--- config.mk ---
export PLATFORM = sky130hd
export DESIGN_NAME = stream_demux_1_n_flat
export DESIGN_NICKNAME = d
export VERILOG_FILES = /design/src/rtl/stream_demux_1_n_pkg.sv /design/src/rtl/stream_demux_1_n_if.sv /design/src/rtl/stream_demux_1_n_slot.sv /design/src/rtl/stream_demux_1_n.sv /design/src/flat_wrapper.sv
export SDC_FILE = /design/constraint.sdc
export NUM_CORES = 1
export LEC_CHECK = 0
export CAP_MARGIN = 40
export CORE_ASPECT_RATIO = 0.8
export CORE_UTILIZATION = 50
export DETAILED_ROUTE_END_ITERATION = 8
export GPL_TIMING_DRIVEN = 0
export PLACE_DENSITY_LB_ADDON = 0.08
export RECOVER_POWER = 25
export SLEW_MARGIN = 20
export SYNTH_ARGS = -nofsm -noshare
export SYNTH_HDL_FRONTEND = slang
export SYNTH_SLANG_ARGS = --single-unit
export TNS_END_PERCENT = 20
--- constraint.sdc ---
create_clock -name Clock_In -period 3.45 [get_ports Clock_In]
set_clock_uncertainty 0.05 [all_clocks]
set_input_delay 0.345 -clock Clock_In [delete_from_list [all_inputs] [get_ports Clock_In]]
set_output_delay 0.345 -clock Clock_In [all_outputs]
set_load 0.1 [all_outputs]
--- src/rtl/stream_demux_1_n_pkg.sv ---
// Shared constants and helpers for the 1:N stream demultiplexer.
// The select width is derived here so the interface and the top always agree on it.
package stream_demux_pkg;

   localparam int MAX_CHANNELS = 64;

   // ceil(log2(n)), but never narrower than one bit
   function automatic int sel_width(int n);
      return (n < 2) ? 1 : $clog2(n);
   endfunction

endpackage

--- src/rtl/stream_demux_1_n_if.sv ---
// Bus bundle between one stream producer and the demux, plus the N consumer-side channels.
// The master modport is the environment (producer and consumers); the slave modport is the demux.
interface stream_demux_1_n_if
   import stream_demux_pkg::*;
#(
   parameter int DATA_WIDTH   = 8,
   parameter int NUM_CHANNELS = 8
);

   localparam int SEL_WIDTH = sel_width(NUM_CHANNELS);

   // Handshake: a word moves when valid and ready are both high at a rising edge.
   // Valid must hold its word until it moves. Ready may rise or fall freely and
   // never looks at valid.
   logic                                 Enable_In;
   logic                                 Broadcast_In;
   logic                                 Valid_In;
   logic                                 Ready_Out;
   logic [DATA_WIDTH-1:0]                Data_In;
   logic [SEL_WIDTH-1:0]                 Select_In;
   logic [NUM_CHANNELS-1:0]              Valid_Out;
   logic [NUM_CHANNELS-1:0]              Ready_In;
   logic [NUM_CHANNELS*DATA_WIDTH-1:0]   Data_Out;
   logic                                 Sel_Error_Out;

   modport master (
      output Enable_In, Broadcast_In, Valid_In, Data_In, Select_In, Ready_In,
      input  Ready_Out, Valid_Out, Data_Out, Sel_Error_Out
   );

   modport slave (
      input  Enable_In, Broadcast_In, Valid_In, Data_In, Select_In, Ready_In,
      output Ready_Out, Valid_Out, Data_Out, Sel_Error_Out
   );

endinterface

--- src/rtl/stream_demux_1_n_slot.sv ---
// One-entry register slice for a single output channel.
// Its data register only changes on a load, so a stalled word is stable.
module stream_demux_slot
   import stream_demux_pkg::*;
#(
   parameter int DATA_WIDTH = 8
) (
   input  logic                  Clock_In,
   input  logic                  Reset_In,
   input  logic                  Load_In,
   input  logic [DATA_WIDTH-1:0] Data_In,
   output logic                  Valid_Out,
   input  logic                  Ready_In,
   output logic [DATA_WIDTH-1:0] Data_Out,
   output logic                  Free_Out
);

   logic                  r_valid;
   logic [DATA_WIDTH-1:0] r_data;

   // A load wins over a drain, which is what lets the slot carry one word per cycle
   always_ff @(posedge Clock_In) begin
      if (Reset_In) begin
         r_valid <= 1'b0;
         r_data  <= '0;
      end else if (Load_In) begin
         r_valid <= 1'b1;
         r_data  <= Data_In;
      end else if (Ready_In) begin
         r_valid <= 1'b0;
      end
   end

   assign Free_Out  = !r_valid | Ready_In;
   assign Valid_Out = r_valid;
   assign Data_Out  = r_data;

endmodule

--- src/rtl/stream_demux_1_n.sv ---
// Registered 1:N stream demultiplexer with unicast, all-or-nothing broadcast and
// illegal-select detection; each channel is buffered by its own one-entry slot.
module stream_demux_1_n
   import stream_demux_pkg::*;
#(
   parameter int DATA_WIDTH   = 8,
   parameter int NUM_CHANNELS = 8
) (
   input  logic             Clock_In,
   input  logic             Reset_In,
   stream_demux_1_n_if.slave bus
);

   localparam int SEL_WIDTH = sel_width(NUM_CHANNELS);

   if (NUM_CHANNELS < 2 || NUM_CHANNELS > MAX_CHANNELS) begin : g_bad_channels
      $error("stream_demux_1_n: NUM_CHANNELS out of range");
   end

   logic [NUM_CHANNELS-1:0]            w_sel_hit;
   logic [NUM_CHANNELS-1:0]            w_free;
   logic [NUM_CHANNELS-1:0]            w_load;
   logic [NUM_CHANNELS-1:0]            w_valid;
   logic [DATA_WIDTH-1:0]              w_slot_data [NUM_CHANNELS];
   logic [NUM_CHANNELS*DATA_WIDTH-1:0] w_data_flat;
   logic                               w_sel_legal;
   logic                               w_all_free;
   logic                               w_sel_free;
   logic                               w_ready;
   logic                               w_accept;
   logic                               r_sel_err;

   // One-hot select decode; an out-of-range select matches no channel
   always_comb begin
      w_sel_hit = '0;
      for (int k = 0; k < NUM_CHANNELS; k++) begin
         w_sel_hit[k] = (bus.Select_In == SEL_WIDTH'(k));
      end
   end

   assign w_sel_legal = |w_sel_hit;
   assign w_all_free  = &w_free;
   assign w_sel_free  = |(w_sel_hit & w_free);

   // An illegal unicast is always accepted so the producer cannot deadlock on it
   assign w_ready  = bus.Enable_In &
                     (bus.Broadcast_In ? w_all_free
                                       : (w_sel_legal ? w_sel_free : 1'b1));
   assign w_accept = bus.Valid_In & w_ready;

   assign w_load = w_accept ? (bus.Broadcast_In ? {NUM_CHANNELS{1'b1}} : w_sel_hit)
                            : {NUM_CHANNELS{1'b0}};

   always_ff @(posedge Clock_In) begin
      if (Reset_In) begin
         r_sel_err <= 1'b0;
      end else begin
         r_sel_err <= w_accept & !bus.Broadcast_In & !w_sel_legal;
      end
   end

   for (genvar k = 0; k < NUM_CHANNELS; k++) begin : g_slot
      stream_demux_slot #(
         .DATA_WIDTH (DATA_WIDTH)
      ) u_slot (
         .Clock_In  (Clock_In),
         .Reset_In  (Reset_In),
         .Load_In   (w_load[k]),
         .Data_In   (bus.Data_In),
         .Valid_Out (w_valid[k]),
         .Ready_In  (bus.Ready_In[k]),
         .Data_Out  (w_slot_data[k]),
         .Free_Out  (w_free[k])
      );
   end

   always_comb begin
      w_data_flat = '0;
      for (int k = 0; k < NUM_CHANNELS; k++) begin
         w_data_flat[k*DATA_WIDTH +: DATA_WIDTH] = w_slot_data[k];
      end
   end

   assign bus.Ready_Out     = w_ready;
   assign bus.Valid_Out     = w_valid;
   assign bus.Data_Out      = w_data_flat;
   assign bus.Sel_Error_Out = r_sel_err;

endmodule

--- src/flat_wrapper.sv ---
// flat-port wrapper written by rule: the top's interface ports become plain ports
module stream_demux_1_n_flat import stream_demux_pkg::*;
#(
   parameter int DATA_WIDTH   = 8,
   parameter int NUM_CHANNELS = 8
)
  (Clock_In, Reset_In, bus_Enable_In, bus_Broadcast_In, bus_Valid_In, bus_Data_In, bus_Select_In, bus_Ready_In, bus_Ready_Out, bus_Valid_Out, bus_Data_Out, bus_Sel_Error_Out);
  stream_demux_1_n_if #(.DATA_WIDTH(DATA_WIDTH), .NUM_CHANNELS(NUM_CHANNELS)) bus_i ();
  input  logic Clock_In;
  input  logic Reset_In;
  input wire logic [$bits(bus_i.Enable_In)-1:0] bus_Enable_In;
  input wire logic [$bits(bus_i.Broadcast_In)-1:0] bus_Broadcast_In;
  input wire logic [$bits(bus_i.Valid_In)-1:0] bus_Valid_In;
  input wire logic [$bits(bus_i.Data_In)-1:0] bus_Data_In;
  input wire logic [$bits(bus_i.Select_In)-1:0] bus_Select_In;
  input wire logic [$bits(bus_i.Ready_In)-1:0] bus_Ready_In;
  output wire logic [$bits(bus_i.Ready_Out)-1:0] bus_Ready_Out;
  output wire logic [$bits(bus_i.Valid_Out)-1:0] bus_Valid_Out;
  output wire logic [$bits(bus_i.Data_Out)-1:0] bus_Data_Out;
  output wire logic [$bits(bus_i.Sel_Error_Out)-1:0] bus_Sel_Error_Out;
  assign bus_i.Enable_In = bus_Enable_In;
  assign bus_i.Broadcast_In = bus_Broadcast_In;
  assign bus_i.Valid_In = bus_Valid_In;
  assign bus_i.Data_In = bus_Data_In;
  assign bus_i.Select_In = bus_Select_In;
  assign bus_i.Ready_In = bus_Ready_In;
  assign bus_Ready_Out = bus_i.Ready_Out;
  assign bus_Valid_Out = bus_i.Valid_Out;
  assign bus_Data_Out = bus_i.Data_Out;
  assign bus_Sel_Error_Out = bus_i.Sel_Error_Out;
  stream_demux_1_n #(.DATA_WIDTH(DATA_WIDTH), .NUM_CHANNELS(NUM_CHANNELS)) u_core (.Clock_In(Clock_In), .Reset_In(Reset_In), .bus(bus_i));
endmodule
# After elaboration in Yosys (flattened, before gate mapping)
# Index checks and enable logic that the tools add are counted.
# classes
bitwise,13
mux,20
eq_ne,7
reduce_logical,22
# ops
cell,count
1-bit 2-to-1 mux,18
8-bit 2-to-1 mux,2
2-bit nonzero test,8
8-bit OR reduction,2
3-bit == test (second input constant),4
1-bit zero test,10
8-bit bitwise AND,1
1-bit bitwise OR,8
8-bit AND reduction,1
3-bit by 2-bit == test with 1-bit output (second input constant),2
1-bit bitwise AND,4
3-bit by 1-bit == test with 1-bit output (second input constant),1
3-bit zero test,1
# word_totals
ff_bits,73
in_bits,24
word_cells,79

# Longest topological paths before layout
# logic_depth
ltp_word,10
depth_mapped,6

# Cells and area by module
# Synthesis repeated with hierarchy kept, for this count alone.
# unflattened
cells_unflattened,288
area_unflattened_um2,2895.3
# by_module_without_submodules
mod,area_per_inst_um2,n_inst,cells_each,seq_area_each_um2
stream_demux_slot,321.6,8,30,180.2
stream_demux_1_n,322.8,1,48,20.0

# Worst setup path before layout
# OpenSTA, ideal clock, no wires.
# synth_timing
kind,input to output
start,input port bus_Select_In[0]
end,output port bus_Ready_Out
arrival_ps,1671
path_stages,4
path_slack_ps,1384
cell_sequence,nor2_2 > a22oi_2 > a21oi_4 > o211a_1
# synth_via
elab_chain_len,6
# synth_lines
element,line_no,rtl
start: declaration,flat_wrapper.sv:15,input wire logic [$bits(bus_i.Select_In)-1:0] bus_Select_In;
"3-bit by 1-bit == test with 1-bit output, or another cell as far along",stream_demux_1_n.sv:37,w_sel_hit[k] = (bus.Select_In == SEL_WIDTH'(k));
8-bit bitwise AND,stream_demux_1_n.sv:43,assign w_sel_free = |(w_sel_hit & w_free);
8-bit OR reduction,stream_demux_1_n.sv:43,
1-bit 2-to-1 mux *,stream_demux_1_n.sv:48,: (w_sel_legal ? w_sel_free : 1'b1));
1-bit 2-to-1 mux *,stream_demux_1_n.sv:47,(bus.Broadcast_In ? w_all_free
1-bit bitwise AND *,stream_demux_1_n.sv:46,assign w_ready = bus.Enable_In &
end: declaration,flat_wrapper.sv:17,output wire logic [$bits(bus_i.Ready_Out)-1:0] bus_Ready_Out;
# Mark *: on every way between the ends. The rest lies on a longest branch, timed or not.

# Worst setup path in the final report
# layout_timing
start,input port bus_Ready_In[7]
end,output port bus_Ready_Out
# layout_via
elab_chain_len,6
# layout_lines
element,line_no,rtl
start: declaration,flat_wrapper.sv:16,input wire logic [$bits(bus_i.Ready_In)-1:0] bus_Ready_In;
1-bit bitwise OR *,stream_demux_1_n_slot.sv:34,assign Free_Out = !r_valid | Ready_In;
8-bit bitwise AND,stream_demux_1_n.sv:43,
8-bit OR reduction,stream_demux_1_n.sv:43,
1-bit 2-to-1 mux,stream_demux_1_n.sv:48,
1-bit 2-to-1 mux *,stream_demux_1_n.sv:47,
1-bit bitwise AND *,stream_demux_1_n.sv:46,
# Marks and branches as above.

==> reports/summary.json <==
{
  "status": "completed",
  "chipHeight_um": 74.0,
  "drt_first_iter_violations": 234,
  "p_int_mw": 1.51,
  "ir_worst_vdd_mv": 0.313,
  "timing.critical_path.max_delay_family": "buffers and inverters",
  "yosysTopAreaCellShare_pct": 45.2,
  "highest_fanout_seen_on_the_critical_path": 9,
  "io_pins": 98,
  "ratio_of_routed_vias_to_standard_cells": 5.45,
  "main_synth_ff_type": "sky130_fd_sc_hd__dfxtp_1",
  "totalWireLength_mm": 11.9,
  "p_sw_share_pct": 34.5,
  "power_density_mw_per_mm2": 433,
  "cp_slowest_stage_delay_ns": 0.51,
  "detailroute.via_count": 3118,
  "synth.cell_area_mm2": 0.00324,
  "wire_per_inst_um": 20.9,
  "cts.hold.buffers_added": 0,
  "synth_cell_type_count": 34,
  "final.setup.tns_ns": 0,
  "post_synth_inst_count": 304,
  "clkSinkCount": 73,
  "std_cell_rows": 25,
  "share_seq_of_total_power_pct": 39.1,
  "reg2regPathDepth": 6,
  "cts_buffers": 9,
  "post-cts-setup-buffers": 0,
  "fin_crit_sh_pct": 86.4,
  "synth_nets": 328,
  "p_sw_mw": 0.797,
  "cts.reportedPaths.clkPinSlew_ns": 0.09,
  "placer_congestion": 0.831,
  "post_synth_main_area_contributors": "sky130_fd_sc_hd__dfxtp_1, sky130_fd_sc_hd__mux2i_1, sky130_fd_sc_hd__nand2b_1",
  "h-tree-depth": 3,
  "max_cap_violations": 0,
  "timing.rr.start": "u_core.g_slot[4].u_slot.Valid_Out$_SDFFE_PP0P_",
  "tightestPinTransition_ns": 1.21,
  "power.share.clock_pct": 33.8,
  "grt_setup_unrepaired": "false",
  "die-area_mm2": 0.00680,
  "leakagePower_nw": 2.36,
  "placedCellCount": 556,
  "final.hold.worst_slack_ns": 0.436,
  "ys_seq_elements": 73,
  "critPathRequiredTime_ns": 3.05,
  "cts_buffer_depth": 2,
  "ys_seq_area_share_pct": 45.2,
  "die_w_um": 91.9,
  "critical_path.slowest_cell": "sky130_fd_sc_hd__clkdlybuf4s50_1",
  "postSynth.asyncResetShare_pct": 0,
  "path_buf_inv": 3,
  "antenna_violations_before_repair": 0,
  "clock_latency_late_sink_ns": 0.36,
  "cts_tree": "built",
  "number_of_flops_mapped_to_enable_cells_by_yosys": 0,
  "worst_hold_path.endpoint": "u_core.g_slot[2].u_slot.Data_Out[0]$_SDFFE_PP0P_",
  "postCtsResizedCells": 0,
  "hold_path_class": "flip-flop to flip-flop",
  "reg2reg_to": "u_core.g_slot[4].u_slot.Data_Out[4]$_SDFFE_PP0P_",
  "report.final.hold_viol_count": 0,
  "postSynthAreaPerCell_um2": 10.6,
  "global_route.usage.total_pct": 36.3,
  "yosysTopAreaCell": "sky130_fd_sc_hd__dfxtp_1",
  "insertedDiodeCount": 0,
  "maxSlewViolCount": 0,
  "port_buffers": 97,
  "via_count_of_the_first_global_routing_pass": 3309,
  "core_area_mm2": 0.00607,
  "slew_headroom_pct": 19.8,
  "detailedRoute.firstPassIterationCount": 4,
  "fmax_mhz": 336,
  "path_cells": "clkdlybuf4s50_1 -> nand2b_2 -> nand4_1 -> o21ai_0 -> o211a_1 -> clkdlybuf4s50_1 -> buf_8",
  "pwr-share-comb_pct": 27.1,
  "ys.warnings.count": 0,
  "dp_hpwl_mm": 7.62,
  "hold-path-cell-count": 2,
  "launch_point_of_the_worst_hold_path": "u_core.g_slot[2].u_slot.Data_Out[0]$_SDFFE_PP0P_",
  "areaGrowthSynthToFinish_pct": 64.6,
  "minimum_clock_period_ns": 2.98,
  "drcViolationCount": 0,
  "timing.final.setup_violations": 0,
  "floorplan.initialDensity_pct": 53.3,
  "critical_path.startpoint_type": "primary input",
  "setup_slack_of_the_worst_register_to_register_path_ns": 1.49,
  "drt.antenna.violating_nets": 0,
  "grt_start_max_net_pins": 15,
  "timing.critical_path.mode_cell": "sky130_fd_sc_hd__clkdlybuf4s50_1",
  "grt_pass1_wl_mm": 17.9,
  "finalNetCount": 510,
  "clock_tree.root_cell": "sky130_fd_sc_hd__clkbuf_8",
  "critical_path_arrival_ns": 2.58,
  "final_standard_cell_count_with_taps_included_and_fillers_excluded": 572,
  "crit_path_end_kind": "primary output",
  "overflow": 0,
  "worstSetupPathType": "primary input to primary output",
  "fraction_of_layout_instances_using_a_drive_strength_above_1_pct": 18.7
}
-- layout by cell type (no fill, tap or decap), drive strengths merged --
master,instances
a21oi,10
a221oi,1
a22oi,1
a31oi,1
and2,2
and2b,1
buf,63
bufinv,2
clkbuf,53
clkdlybuf4s50,97
clkinv,2
conb,1
dfxtp,73
inv,5
mux2i,64
nand2,9
nand2b,80
nand3b,1
nand4,2
nor2,2
nor2b,2
o211a,1
o211ai,9
o21ai,1
o31ai,8
-- state kept, by name, summed over array words and instances (netlist names) --
signal,cells
u_core.bus.Sel_Error_Out,1
u_core.g_slot.u_slot.Data_Out,64
u_core.g_slot.u_slot.Valid_Out,8
-- per-stage QoR --
step	util (%)	instance area [µm²]	worst slack, ns	power, mW
6_report	87.8	5330	0.471	2.31
5_1_grt	87.8	5330	0.442	2.36
4_1_cts	94.4	5730	0.524	2.34
3_5_place_dp	90.7	5510	0.561	1.57
3_3_place_gp	71.0	4310	0.199	1.44
2_1_floorplan	-	3240	1.38	1.31
-- worst max-delay path by stage --
stage                               end  slack (ns)  cells past startpoint              from
after global routing      bus_Ready_Out        0.44                      7   bus_Ready_In[7]
after CTS                 bus_Ready_Out        0.52                      7  bus_Select_In[1]
after detailed placement  bus_Ready_Out        0.56                      7  bus_Select_In[1]
after global placement    bus_Ready_Out        0.20                      6  bus_Select_In[1]
final                     bus_Ready_Out        0.47                      7   bus_Ready_In[7]
after floorplan           bus_Ready_Out        1.38                      4  bus_Select_In[0]
-- power by group through the flow --
stage          clock network [mW]  registers, mW  logic [mW]
2_1_floorplan                   0           1.12       0.187
3_3_place_gp                    0          0.914       0.523
3_5_place_dp                    0          0.916       0.655
4_1_cts                     0.771          0.900       0.665
5_1_grt                     0.810          0.903       0.642
6_report                    0.780          0.901       0.625
-- synthesized netlist by cell type, drive strengths merged, types with 2 or more instances --
cell type,number
nor2b,2
nand2b,80
inv,2
o31ai,8
nand4,2
buf,25
clkbuf,8
a21oi,10
and2,2
mux2i,64
nand2,9
dfxtp,73
o211ai,9
nor2,2
-- area by class of cell --
type / count / area [µm²]
Buffer: 33 / 215
Clock buffer: 9 / 124
Fill cell: 231 / 743
Tap cell: 81 / 101
Clock inverter: 7 / 100
Sequential cell: 73 / 1460
Inverter: 2 / 7.51
Timing Repair Buffer: 171 / 1760
Multi-Input combinational cell: 196 / 1550
-- tightest hold or removal path, delay by kind of cell (launching register included) --
kind / cells / cell delay [ns]
AND/OR/NAND/NOR: 1 / 0.06
multiplexers: 1 / 0.06
flip-flops: 1 / 0.32
-- cell families (layout without fill, tap and decap cells) --
| kind of cell | Yosys count | in the layout | synth area share, % |
|---|---|---|---|
| other cells | 1 | 1 | 0.116 |
| compound gates | 32 | 32 | 8.70 |
| simple gates | 99 | 99 | 19.3 |
| mux | 64 | 64 | 19.8 |
| flops | 73 | 73 | 45.2 |
| buf+inv | 35 | 222 | 6.88 |
-- routing by layer --
metal / up-vias / GRT usage (%) / wire length [µm]
met5: - / 0 / 0
met4: 0 / 19.4 / 460
met3: 44 / 8.79 / 773
met2: 188 / 67.0 / 6130
met1: 1506 / 39.5 / 4560
li1: 1380 / - / -
Note: power is estimated with default switching activity, not from simulation.
